**src/rtl/bcd_xs3_pkg.sv**
```systemverilog
// bcd_xs3_pkg: shared state encoding and constants for the serial BCD <-> Excess-3 converters
//   state_t         3-bit state (bit index, carry): S0, S1C0, S1C1, S2C0, S2C1, S3C0, S3C1
//   EXCESS3_OFFSET  value added to a BCD digit to form Excess-3
//   BCD_MAX         largest legal BCD digit
package bcd_xs3_pkg;
  typedef enum logic [2:0] {
    S0   = 3'd0,
    S1C0 = 3'd1,
    S1C1 = 3'd2,
    S2C0 = 3'd3,
    S2C1 = 3'd4,
    S3C0 = 3'd5,
    S3C1 = 3'd6
  } state_t;
  localparam logic [3:0] EXCESS3_OFFSET = 4'd3;
  localparam logic [3:0] BCD_MAX = 4'd9;
  function automatic logic carry_of(state_t s);
    return (s == S1C1) || (s == S2C1) || (s == S3C1);
  endfunction
endpackage

```
**src/rtl/serial_digit_capture.sv**
```systemverilog
// serial_digit_capture: 4-bit LSB-first serial-to-parallel digit capture with one-cycle valid pulse
//   Clk, Rst  clock, synchronous active-high reset
//   Bit       serial input bit
//   Shift     Bit is accepted this cycle
//   Last      Bit is the 4th (MSB) bit of the digit; loads Digit
//   Digit     last completed digit, registered
//   Valid     pulses the cycle after Digit loads
module serial_digit_capture (
  input  logic       Clk,
  input  logic       Rst,
  input  logic       Bit,
  input  logic       Shift,
  input  logic       Last,
  output logic [3:0] Digit,
  output logic       Valid
);
  // only the three earlier bits need holding; the MSB arrives with Last
  logic [2:0] sr;
  always_ff @(posedge Clk) begin
    if (Rst) begin
      sr <= '0;
      Digit <= '0;
      Valid <= 1'b0;
    end else begin
      Valid <= Shift & Last;
      if (Shift) sr <= {Bit, sr[2:1]};
      if (Shift & Last) Digit <= {Bit, sr};
    end
  end
endmodule

```
**src/rtl/bcd_to_excess3_serial.sv**
```systemverilog
// bcd_to_excess3_serial: serial LSB-first BCD to Excess-3 Mealy converter with digit capture and count
//   Clk, Rst    clock, synchronous active-high reset
//   X, En       serial BCD bit and its valid strobe
//   Z           Mealy Excess-3 bit for X (0 when En=0 or Rst=1)
//   DigitOut    last completed Excess-3 digit; DigitValid pulses the cycle after it loads
//   DigitCount  completed digits since reset, wraps modulo 2**CNT_W
//   Err         sticky non-BCD input flag when built with BCD_CHECK_EN, otherwise 0
module bcd_to_excess3_serial
  import bcd_xs3_pkg::*;
#(
  parameter int CNT_W = 8
) (
  input  logic             Clk,
  input  logic             Rst,
  input  logic             X,
  input  logic             En,
  output logic             Z,
  output logic [3:0]       DigitOut,
  output logic             DigitValid,
  output logic [CNT_W-1:0] DigitCount,
  output logic             Err
);
  state_t state_q, state_d, nxt;
  logic c, z_raw, bad, accept;
  assign c = carry_of(state_q);
  // addend bits LSB first are 1,1,0,0; carry tracks the running sum
  always_comb begin
    nxt = S0;
    z_raw = 1'b0;
    bad = 1'b0;
    case (state_q)
      S0: begin
        z_raw = ~X;
        nxt = X ? S1C1 : S1C0;
      end
      S1C0, S1C1: begin
        z_raw = ~(X ^ c);
        nxt = (X | c) ? S2C1 : S2C0;
      end
      S2C0, S2C1: begin
        z_raw = X ^ c;
        nxt = (X & c) ? S3C1 : S3C0;
      end
      S3C0, S3C1: z_raw = X ^ c;
      default: bad = 1'b1;
    endcase
    state_d = (En | bad) ? nxt : state_q;
  end
  assign Z = En & ~Rst & z_raw;
  assign accept = En & ((state_q == S3C0) | (state_q == S3C1));
  always_ff @(posedge Clk) begin
    if (Rst) begin
      state_q <= S0;
      DigitCount <= '0;
    end else begin
      state_q <= state_d;
      if (accept) DigitCount <= DigitCount + CNT_W'(1);
    end
  end
  serial_digit_capture u_z (
    .Clk(Clk), .Rst(Rst), .Bit(z_raw), .Shift(En), .Last(accept),
    .Digit(DigitOut), .Valid(DigitValid)
  );
`ifdef BCD_CHECK_EN
  logic [3:0] x_digit;
  logic x_valid, x_bad, err_q;
  serial_digit_capture u_x (
    .Clk(Clk), .Rst(Rst), .Bit(X), .Shift(En), .Last(accept),
    .Digit(x_digit), .Valid(x_valid)
  );
  // x_valid coincides with DigitValid, so Err rises together with the bad digit
  assign x_bad = x_valid & (x_digit > BCD_MAX);
  always_ff @(posedge Clk) begin
    if (Rst) err_q <= 1'b0;
    else if (x_bad) err_q <= 1'b1;
  end
  assign Err = err_q | x_bad;
`else
  assign Err = 1'b0;
`endif
endmodule
```
**config.mk**
```make
export PLATFORM = sky130hd
export DESIGN_NAME = bcd_to_excess3_serial
export DESIGN_NICKNAME = d
export VERILOG_FILES = /design/src/rtl/bcd_xs3_pkg.sv /design/src/rtl/serial_digit_capture.sv /design/src/rtl/bcd_to_excess3_serial.sv
export SDC_FILE = /design/constraint.sdc
export NUM_CORES = 1
export LEC_CHECK = 0
export BUFFER_PORTS_ARGS = -buffer_cell sky130_fd_sc_hd__clkbuf_2
export CORE_UTILIZATION = 53
export DETAILED_ROUTE_END_ITERATION = 16
export GPL_TIMING_DRIVEN = 0
export MAX_ROUTING_LAYER = met4
export PLACE_DENSITY = 0.83
export SLEW_MARGIN = 10
export SYNTH_ARGS = -nofsm -noshare
export SYNTH_HDL_FRONTEND = slang
export SYNTH_SLANG_ARGS = --single-unit
export TNS_END_PERCENT = 5
```
**constraint.sdc**
```tcl
create_clock -name Clk -period 2.7 [get_ports Clk]
set_input_delay 0.27 -clock Clk [delete_from_list [all_inputs] [get_ports Clk]]
set_output_delay 0.27 -clock Clk [all_outputs]
set_load 0.1 [all_outputs]
```
==> run metrics <==
status finished clean; Compound-Gate Fraction of Synth Area 0.161; min-delay worst type in2reg; Adder-Cell Fraction of Synth Area 0.0463; syn nets 132; Yosys top cell area share 0.370; routed wire length 2050 um; Reg-to-Reg Start state_q[1]$_SDFFE_PP0P_; Post-Syn Instances 125; top cell type by total area after synthesis dfxtp_1; # diodes 0; CTS sink cnt 19; Worst EP arrival 2.31 ns; Reg clk slew, reported paths 0.12 ns; clock root cell clkbuf_4; Yosys reg bits 19; Net Sw Power 0.198 mW; FF-to-FF path depth 9; final worst path period need 2.58 ns; hold path startpoint Rst; DRT iter0 DRCs 14; max-slew violations 0; mux contribution to synthesized area 0.0402; CP Launch Type flop; Crit Path Max Fanout 10; initial antenna violation count 0; Final Hold Fails 0; CP required 2.43 ns; total power 0.617 mW; final-layout fill cell count 150; boundary pin count 19; Die Width 46.0 um; Clock Latency Late Sink 0.29 ns; Initial Util 0.582; Final #Nets 156; Worst R2R End u_z.sr[2]$_SDFFE_PP0P_; internal power 0.418 mW; GRT overflow 0; setup_tns 0 ns; GRT Overall Usage 0.215; die area 2120 sq um; first-pass GRT wire length 3220 um; Max IR drop VDD 0.273 mV; largest net degree at the start of global routing 17; synth unique cells 35; synth warn 0; main combinational cell family by area after synthesis simple AND/OR/NAND/NOR gates; leading post-synthesis cells by cell area dfxtp_1 (37%), nor2_1 (6.2%), a21oi_1 (5.4%), nand2_1 (5.1%), xnor2_1 (5.1%); CTS max path bufs 2; die height 46.0 um; Detail Placement HPWL 1440 um; Switching Share 0.322; Worst-Margin Slew 0.541 ns; CTS tree built; Buffers on Ports 17; DRC errors left 0; hold endpoint u_z.sr[2]$_SDFFE_PP0P_; clock network power share 0.232; H-tree depth 1; DR vias/cell 5.38; core region area 1760 sq um; Seq pwr share 0.479; Cell Area, Synth 1030 sq um; Synth Area in XOR/XNOR 0.0780; clk_skew 0.0110 ns; r2r setup slk 0.77 ns; Period Utilization, post-route 0.955; Area Growth Syn to Fin 20.3%; GPL Wtd Cong 0.774; Num CTS Buffers 3; combinational power share 0.289; vias 931; RSZ-0062 raised after global routing no; Seq/Total Area, Yosys 0.370; commonest non-fill, non-tap cell in the layout dfxtp_1; number of routed nets with antenna violations 0; Min-Delay Path Depth 3; path type of the worst setup path reg2out; commonest non-fill, non-tap cells in the layout dfxtp_1 (18), nor2_1 (17), clkbuf_2 (16), nand2_1 (14), a21oi_1 (11); crit end category output pin; Pwr Density 499 nW/um^2; Mean Syn Cell Area 8.22 sq um; Setup Viol. Count Final 0; Synth Area in Simple Gates 0.224; relative slew slack 0.641; Max Fclk 388 MHz; share of cells above drive strength 1 0.230; placement row count 15; vias in the first global route 772; Leak Pwr 0.494 nW; Routed wire per std cell 11.9 um; TritonRoute pass-1 iters 4; Max Cap Viol 0
-- worst max-delay path: stages, from the launching register on --
cell and delay (ns):
dfxtp_1 0.34, buf_6 0.12, clkbuf_8 0.16, nor2_1 0.05
nor2_1 0.13, inv_1 0.06, ha_1 0.32, and2_1 0.19
o31a_1 0.29, nor3_4 0.15, clkbuf_16 0.23
-- registers in the layout, indices dropped and copies added (netlist names) --
name / flops
DigitCount: 8
u_z.sr: 3
u_z.Valid: 1
u_z.Digit: 4
state_q: 3
-- logic make-up after synthesis --
| family | after synthesis |
|---|---|
| AND/OR/NAND/NOR | 50 |
| flip-flops | 19 |
| adder cells (fa/ha/maj) | 4 |
| AO/OA/AOI/OAI | 26 |
| buffers and inverters | 14 |
| XOR/XNOR | 7 |
| other | 1 |
| multiplexers | 4 |
-- cells in the mapped netlist --
master    instances
o21a_1            1
nor3b_1           1
o31a_1            1
a21oi_1          11
nor4_1            2
nor2_1           17
conb_1            1
ha_1              3
xnor2_4           1
or2_1             1
xnor2_1           6
mux2i_1           3
a21o_1            2
inv_1             4
nor3_1            3
nand3b_1          1
buf_4             1
nor2b_1           1
clkbuf_1          4
nand2b_1          2
o31ai_1           2
nand4_1           2
buf_1             2
nand2_1          14
a211o_1           2
buf_6             3
nand3_1           4
o21ai_0           2
mux2_2            1
maj3_1            1
a211oi_1          4
or4_1             1
a31oi_1           1
and2_1            1
dfxtp_1          19
-- per-layer routing --
layer	part of all wire	vias to the layer above	global-route usage	routed length [um]
li1	-	474	-	-
met1	0.47	431	0.276	963
met2	0.49	22	0.318	995
met3	0.028	4	0.0278	58
met4	0.017	0	0.129	34
met5	0	-	-	0
-- metrics by stage --
stage,cells,hold WS [ns],instance area (sq um),util,setup slack (ns)
final,173,0.365,1240,0.701,0.120
after global routing,173,0.396,1240,0.701,0.0290
after CTS,170,0.343,1210,0.686,0.0274
after detailed placement,167,0.447,1160,0.655,0.0803
after global placement,167,0.443,1160,0.655,0.102
after floorplan,125,0.431,1040,-,0.0254
-- cell type report --
type / count / area, sq um / share of cell area
Timing Repair Buffer: 20 / 128 / 0.103
Tap cell: 25 / 31.3 / 0.0253
Clock inverter: 1 / 5.00 / 0.00405
Clock buffer: 3 / 22.5 / 0.0182
Buffer: 9 / 73.8 / 0.0597
Inverter: 4 / 15.0 / 0.0121
Sequential cell: 19 / 382 / 0.309
Multi-Input combinational cell: 92 / 579 / 0.469
-- how the worst max path moves through the flow --
stage	start	end	cells after the start
floorplan	state_q[1]$_SDFFE_PP0P_	Z	9
global placement	state_q[1]$_SDFFE_PP0P_	Z	10
detailed placement	state_q[1]$_SDFFE_PP0P_	Z	10
CTS	state_q[1]$_SDFFE_PP0P_	Z	10
global route	state_q[1]$_SDFFE_PP0P_	Z	10
finish	state_q[1]$_SDFFE_PP0P_	Z	10
-- timing repair --
action,in CTS,in global routing
pin swaps,0,2
endpoints found under the setup margin,1,1
gates resized for setup,6,3
buffers inserted,0,3
hold buffers,0,0
-- power by group through the flow --
stage	clock (mW)	combinational [mW]	sequential [mW]
finish	0.143	0.178	0.296
global route	0.158	0.192	0.297
CTS	0.149	0.166	0.295
detailed placement	0	0.158	0.302
global placement	0	0.153	0.301
floorplan	0	0.126	0.308
No activity file was read; power rests on OpenSTA's default activity.
